[config.mk]
export PLATFORM = sky130hd
export DESIGN_NAME = sprite_store_bank
export DESIGN_NICKNAME = d
export VERILOG_FILES = /design/src/rtl/sprite_store_bank.sv
export SDC_FILE = /design/constraint.sdc
export NUM_CORES = 1
export LEC_CHECK = 0
export ABC_AREA = 1
export BUFFER_PORTS_ARGS = -buffer_cell sky130_fd_sc_hd__buf_2
export CORE_MARGIN = 2
export CORE_UTILIZATION = 55
export DETAILED_ROUTE_END_ITERATION = 12
export GPL_ROUTABILITY_DRIVEN = 0
export PLACE_DENSITY = 0.74
export SYNTH_ARGS = -nofsm -noshare
export SYNTH_HDL_FRONTEND = slang
export SYNTH_SLANG_ARGS = --single-unit
[constraint.sdc]
create_clock -name clk -period 4.13 [get_ports clk]
set_input_delay 0.6195 -clock clk [delete_from_list [all_inputs] [get_ports clk]]
set_output_delay 0.6195 -clock clk [all_outputs]
set_load 0.02 [all_outputs]
[src/rtl/sprite_store_bank.sv]
// Per-scanline sprite store: the OAM scanner fills slots in priority order, and the pixel pipe looks them up by X.
// The optional overflow counter is enabled by defining SPRITE_STORE_OVF_CNT_EN; otherwise ovf_cnt is tied to zero.
module sprite_store_bank #(
  parameter int SLOTS  = 10,
  parameter int IDX_W  = 6,
  parameter int LINE_W = 4,
  parameter int X_W    = 8,
  localparam int SLOT_W = (SLOTS > 1) ? $clog2(SLOTS) : 1
) (
  input  logic              clk,
  input  logic              nreset,
  input  logic              line_start,
  input  logic              st_valid,
  output logic              st_ready,
  input  logic [IDX_W-1:0]  st_idx,
  input  logic [LINE_W-1:0] st_line,
  input  logic [X_W-1:0]    st_x,
  input  logic [X_W-1:0]    cur_x,
  output logic              match_valid,
  output logic [SLOT_W-1:0] match_slot,
  output logic [IDX_W-1:0]  match_idx,
  output logic [LINE_W-1:0] match_line,
  input  logic              match_ack,
  output logic [SLOT_W:0]   count,
  output logic              full,
  output logic [7:0]        ovf_cnt
);

  logic [SLOTS-1:0]  valid;
  logic [IDX_W-1:0]  idx_mem  [SLOTS];
  logic [LINE_W-1:0] line_mem [SLOTS];
  logic [X_W-1:0]    x_mem    [SLOTS];

  logic              wr_fire;
  logic              ack_fire;
  logic              hit;
  logic [SLOT_W-1:0] hit_slot;
  logic [IDX_W-1:0]  hit_idx;
  logic [LINE_W-1:0] hit_line;

  assign full     = (count == (SLOT_W+1)'(SLOTS));
  assign st_ready = !full;
  assign wr_fire  = st_valid && !full && !line_start;
  assign ack_fire = match_ack && match_valid;

  // The slot being acked is masked so the next same-X sprite is presented on the very next cycle.
  always_comb begin
    hit      = 1'b0;
    hit_slot = '0;
    hit_idx  = '0;
    hit_line = '0;
    for (int i = SLOTS - 1; i >= 0; i--) begin
      if (valid[i] && !(ack_fire && match_slot == SLOT_W'(i)) && x_mem[i] == cur_x) begin
        hit      = 1'b1;
        hit_slot = SLOT_W'(i);
        hit_idx  = idx_mem[i];
        hit_line = line_mem[i];
      end
    end
  end

  // Slot payload carries no reset; only the valid bits decide what is visible.
  always_ff @(posedge clk) begin
    for (int i = 0; i < SLOTS; i++) begin
      if (wr_fire && count == (SLOT_W+1)'(i)) begin
        idx_mem[i]  <= st_idx;
        line_mem[i] <= st_line;
        x_mem[i]    <= st_x;
      end
    end
  end

  always_ff @(posedge clk or negedge nreset) begin
    if (!nreset) begin
      valid       <= '0;
      count       <= '0;
      match_valid <= 1'b0;
      match_slot  <= '0;
      match_idx   <= '0;
      match_line  <= '0;
    end else if (line_start) begin
      valid       <= '0;
      count       <= '0;
      match_valid <= 1'b0;
      match_slot  <= '0;
      match_idx   <= '0;
      match_line  <= '0;
    end else begin
      for (int i = 0; i < SLOTS; i++) begin
        if (wr_fire && count == (SLOT_W+1)'(i)) begin
          valid[i] <= 1'b1;
        end else if (ack_fire && match_slot == SLOT_W'(i)) begin
          valid[i] <= 1'b0;
        end
      end
      if (wr_fire) begin
        count <= count + 1'b1;
      end
      match_valid <= hit;
      match_slot  <= hit_slot;
      match_idx   <= hit_idx;
      match_line  <= hit_line;
    end
  end

`ifdef SPRITE_STORE_OVF_CNT_EN
  logic [7:0] ovf_q;

  // Survives line_start so software can read a running total of dropped hits.
  always_ff @(posedge clk or negedge nreset) begin
    if (!nreset) begin
      ovf_q <= '0;
    end else if (st_valid && full && !line_start && ovf_q != 8'hFF) begin
      ovf_q <= ovf_q + 8'd1;
    end
  end

  assign ovf_cnt = ovf_q;
`else
  assign ovf_cnt = '0;
`endif

endmodule
* After elaboration in Yosys (flattened, before gate mapping)
Memory sizes are Yosys's and may differ from the RTL's. Index checks and enable logic that the tools add are counted.
Storage, ports and cells: register bits after elaboration 30, RAM bits 180, bits of input ports 31, output and inout port bits 30, word-level logic and storage cells 311, memories 3
Memories:
- x_mem | depth 10, width 8, read ports 10, clocked after memory_dff 0, write ports 1, RTL line 32 | logic [X_W-1:0] x_mem [SLOTS];
- idx_mem | depth 10, width 6, read ports 10, clocked after memory_dff 0, write ports 1, RTL line 30 | logic [IDX_W-1:0] idx_mem [SLOTS];
- line_mem | depth 10, width 4, read ports 10, clocked after memory_dff 0, write ports 1, RTL line 31 | logic [LINE_W-1:0] line_mem [SLOTS];
Cells by class: $add $sub $neg 1, equal/unequal tests 29, multiplexer cells 168, reductions and logical operators 95
Operator list (number):
- $mux 4 | 58
- $mux 6 | 20
- $eq 8x8->1 | 10
- $mux 1 | 78
- $mux 8 | 9
- $reduce_or 8->1 | 9
- $reduce_or 6->1 | 9
- $logic_and 1x1->1 | 43
- $reduce_or 4->1 | 9
- $reduce_bool 3->1 | 10
- $eq 5x3->1 const B | 4
- $eq 4x3->1 const B | 4
- $eq 5x4->1 const B | 3
- $logic_not 1->1 | 12
- $eq 5x2->1 const B | 2
- $mux 10 | 1
- $mux 5 | 2
- $eq 4x2->1 const B | 2
- $eq 4x4->1 const B | 2
- $add 5x1->5 const B | 1
- $eq 5x1->1 const B | 1
- $logic_not 5->1 | 1
- $eq 4x1->1 const B | 1
- $logic_not 4->1 | 1
- $reduce_bool 2->1 | 1

* Longest topological paths before layout
word-level depth 17, gate-level depth with buffers 20, gate-level depth less buffers 18

* Worst setup path after synthesis
OpenSTA, ideal clock, no wires.
kind flip-flop to flip-flop, start point reg count[0], end point mem idx_mem[3][0] (enable), library setup time 442 ps, arrival time 3510 ps, setup slack 178 ps, cell stages (with the launch flop) 12, buffers on the path 0, clock period less this slack 3952 ps, path through dfrtp_1 > inv_1 > ha_1 > inv_1 > nor2_1 > nand2_1 > inv_2 > nor2_1 > inv_1 > nor2_1 > inv_1 > nor4_1
On the way: longest elaborated chain between the ends 17
RTL lines:
- start, declared | RTL line 24 | output logic [SLOT_W:0] count,
- start signal, assigned | RTL line 97 | count <= count + 1'b1;
- $eq 5x4->1 (*) | RTL line 41 | assign full = (count == (SLOT_W+1)'(SLOTS));
- $logic_not 1->1 (*)
- net st_ready | RTL line 14 | output logic st_ready,
- $logic_and 1x1->1 (*) (2 in series) | RTL line 43 | assign wr_fire = st_valid && !full && !line_start;
- $logic_and 1x1->1 | RTL line 65 | if (wr_fire && count == (SLOT_W+1)'(i)) begin
- $mux 1 | RTL line 65
- $mux 1 (implied by the code) | RTL line 66 | idx_mem[i] <= st_idx;
- $reduce_or 6->1 (no source line)
- $mux 4 (no source line) / $mux 1 (equally long branches) (9 in series)
- end, declared | RTL line 30
The timed path passes the listed nets; every way through them passes the cells marked *.

* Worst setup path in the final report
start point reg count[0], end point mem idx_mem[1][3] (enable)
On the way: longest elaborated chain between the ends 17
RTL lines (RTL line):
- $eq 5x4->1 | 41
- $logic_not 1->1 | 43
- $logic_and 1x1->1 (2 in series) | 43
- $logic_and 1x1->1 | 65
- $mux 1 | 65
- $mux 1 (implied by the code) | 66
- $reduce_or 6->1 (no source line)
- $mux 4 (no source line) / $mux 1 (equally long branches) (9 in series)
Parallel ways exist; a longest one is shown, timed or not.

==> impl_metrics.yaml <==
run_status:
  outcome: "finished clean"
drt:
  via_per_inst: 5.60
  wl_met1_mm: 8.19
  firstDrtPassIters: 5
  final_antenna_net_count: 0
  drt_iter0_drc: 549
  wl_mm: 19.6
  wl_met3_mm: 1.62
  drc: 0
  vias: 5565
  routed.top_layer: "met4"
  routedWlPerCell_um: 19.8
  met2WireLength_mm: 9.44
setup_path:
  worstSetupPathType: "reg2reg"
  worst-path-buf-inv: 4
  crit_chain: "inv_1, ha_1, inv_1, nor2_1, nand2_1, inv_2, nor2_1, inv_1, nor2_1, nand3_1, nor2_2"
  cp.arrival_ps: 3100
  cp.required_ps: 4240
  cpMaxStageDelayCell: "nor2_2"
  cp_max_fo: 19
  path_depth: 11
  cp-end-kind: "register"
  reg2reg_depth: 11
  max_stage_delay_ps: 930
  crit_family: "simple AND/OR/NAND/NOR gates"
  start_kind: "register"
floorplan:
  design.core.area_mm2: 0.0158
  initial_utilization_pct: 56.0
  die_w_um: 131
  row_count: 46
  die_h_um: 131
  dieArea_mm2: 0.0172
  io_pins: 61
layout:
  final_common_cell: "edfxtp_1"
  area_growth_pct: 11.9
  fin_util_pct: 62.7
  diodes: 0
  final_cell_mix: "180 x edfxtp_1, 115 x nand2_1, 61 x nor2_1"
  nets: 799
  drive_above_1_share_pct: 15.1
  final_cells: 993
clocking:
  tritoncts: "built"
  cts_root_buf: "clkbuf_16"
  cts_hold_buffers: 0
  postCtsSetupBuffers: 0
  ctsResizeCount: 0
  cts_buffer_depth: 3
  cts.sinks: 210
  clkLatencyLatePin_ps: 500
  path_clk_slew_ps: 60
  cts_made_buffers: 22
  htree_levels: 1
synth:
  synthAdderAreaFrac_pct: 0.564
  async_flop_share_pct: 14.3
  synth_top_area_share_pct: 60.9
  yosys.area_share.xor_xnor_pct: 6.52
  synth_top_family_by_area: "simple AND/OR/NAND/NOR gates"
  synth_area_leaders: "edfxtp_1 61%, dfrtp_1 8.5%, nand2_1 4.9%"
  ys.flop_type: "edfxtp_1"
  synth-seq-cells: 210
  ys_seq_area_share_pct: 69.4
  muxShareOfSynthArea_pct: 0
  synth_edf_count: 180
  yosysWarnings: 0
  synth.distinct_cells: 43
  synth_compound_area_share_pct: 5.81
  synth_top_cell_by_area: "edfxtp_1"
  synthCells: 705
  syn_area_per_cell_um2: 12.6
  synthSimpleGateAreaFrac_pct: 12.8
  netlist_area_mm2: 0.00887
sta:
  period_share_pct: 72.5
  post-route-min-period_ps: 2990
  fin_setup_tns_ps: 0
  fmax_mhz: 334
  skew_ps: 10.2
  relSlewSlack_pct: 25.0
  finalSetupViolations: 0
  worst_pin_slew_ps: 1120
  final_hold_viol_count: 0
  rsz0062_at_grt: "no"
  hold-worst-slack_ps: 168
  slew_violations: 0
global_routing:
  first_global_vias: 5336
  track_usage_pct: 23.2
  grt_overflow: 0
  grt_max_degree: 31
  grt_pass1_wl_mm: 29.5
  antenna_found_initial: 0
pwr:
  p_per_area_mw_per_mm2: 433
  vdd_drop_max_uv: 400
  p_leak_nw: 3.79
flow_run:
  maxCapViolations: 0
worst_hold_path:
  hold_path_class: "in2async"
placement:
  port_buffers: 52
  dp.cells: 956
  dpl.hpwl_mm: 12.9
-- power breakdown --
group	switching, mW	total (mW)	internal (mW)	leakage, nW
clock	0.755	1.79	1.04	0.320
sequential	0.00883	2.34	2.33	2.04
combinational	0.122	0.172	0.0500	1.43
total	0.886	4.30	3.41	3.79
-- flip-flops by register name (all words and copies together) (netlist names) --
| register | count |
|---|---|
| count | 5 |
| idx_mem | 60 |
| line_mem | 40 |
| match_idx | 6 |
| match_line | 4 |
| match_slot | 4 |
| match_valid | 1 |
| valid | 10 |
| x_mem | 80 |
-- worst reg2reg max path, stage by stage (launching register included) --
cell	delay [ps]
dfrtp_1	390
inv_1	110
ha_1	200
inv_1	50
nor2_1	50
nand2_1	100
inv_2	40
nor2_1	70
inv_1	70
nor2_1	280
nand3_1	300
nor2_2	930
-- cells in the mapped netlist (4+ instances only) --
master	n
ha_1	4
nor3_1	5
xnor2_1	35
inv_2	9
o221ai_1	9
buf_2	12
a21oi_1	30
nand4_1	11
buf_6	7
o21ai_0	7
o22ai_1	7
nor2_1	64
o211ai_1	9
inv_1	37
a211oi_1	9
xor2_1	31
buf_4	13
nor4_1	9
edfxtp_1	180
o21ai_1	5
dfrtp_1	30
nand2_1	115
nand3_1	40
-- through the flow --
stage | power [mW] | setup WS, ps | area [um^2]
5_1_grt | 4.42 | 845 | 9920
3_3_place_gp | 2.55 | 1050 | 9280
2_1_floorplan | 2.49 | 178 | 8900
4_1_cts | 4.33 | 1110 | 9920
6_report | 4.30 | 1140 | 9920
3_5_place_dp | 2.55 | 955 | 9280
-- cell type report --
cell class	instances	area (um^2)
Clock inverter	6	33.8
Timing Repair Buffer	61	328
Fill cell	1186	5900
Tap cell	216	270
Inverter	49	189
Multi-Input combinational cell	420	2330
Clock buffer	31	616
Sequential cell	210	6160
-- kinds of logic after synthesis --
group | count (synthesis)
buffers and inverters | 82
other | 1
DFF | 210
and+or+nand+nor | 260
xor gates and xnor gates | 66
adders and majority gates | 4
AOI/OAI and AO/OA | 82
-- per-layer routing --
metal,track usage (%),vias up
met5,0,-
met4,5.76,0
met3,3.34,28
met2,38.0,239
met1,33.3,2727
li1,-,2571
-- worst paths after layout --
| check | from | end | slack [ps] |
|---|---|---|---|
| worst max-delay path | count[0] | idx_mem[1][3] | 1140 |
| worst min-delay path | nreset | valid[7] | 170 |
| worst max register to register | count[0] | idx_mem[1][3] | 1140 |
| worst min register to register | valid[3] | valid[3] | 520 |
| max in group asynchronous | nreset | count[0] | 3510 |
| min in group clk | st_idx[4] | idx_mem[9][4] | 450 |
Power figures use the tool's default switching activity.
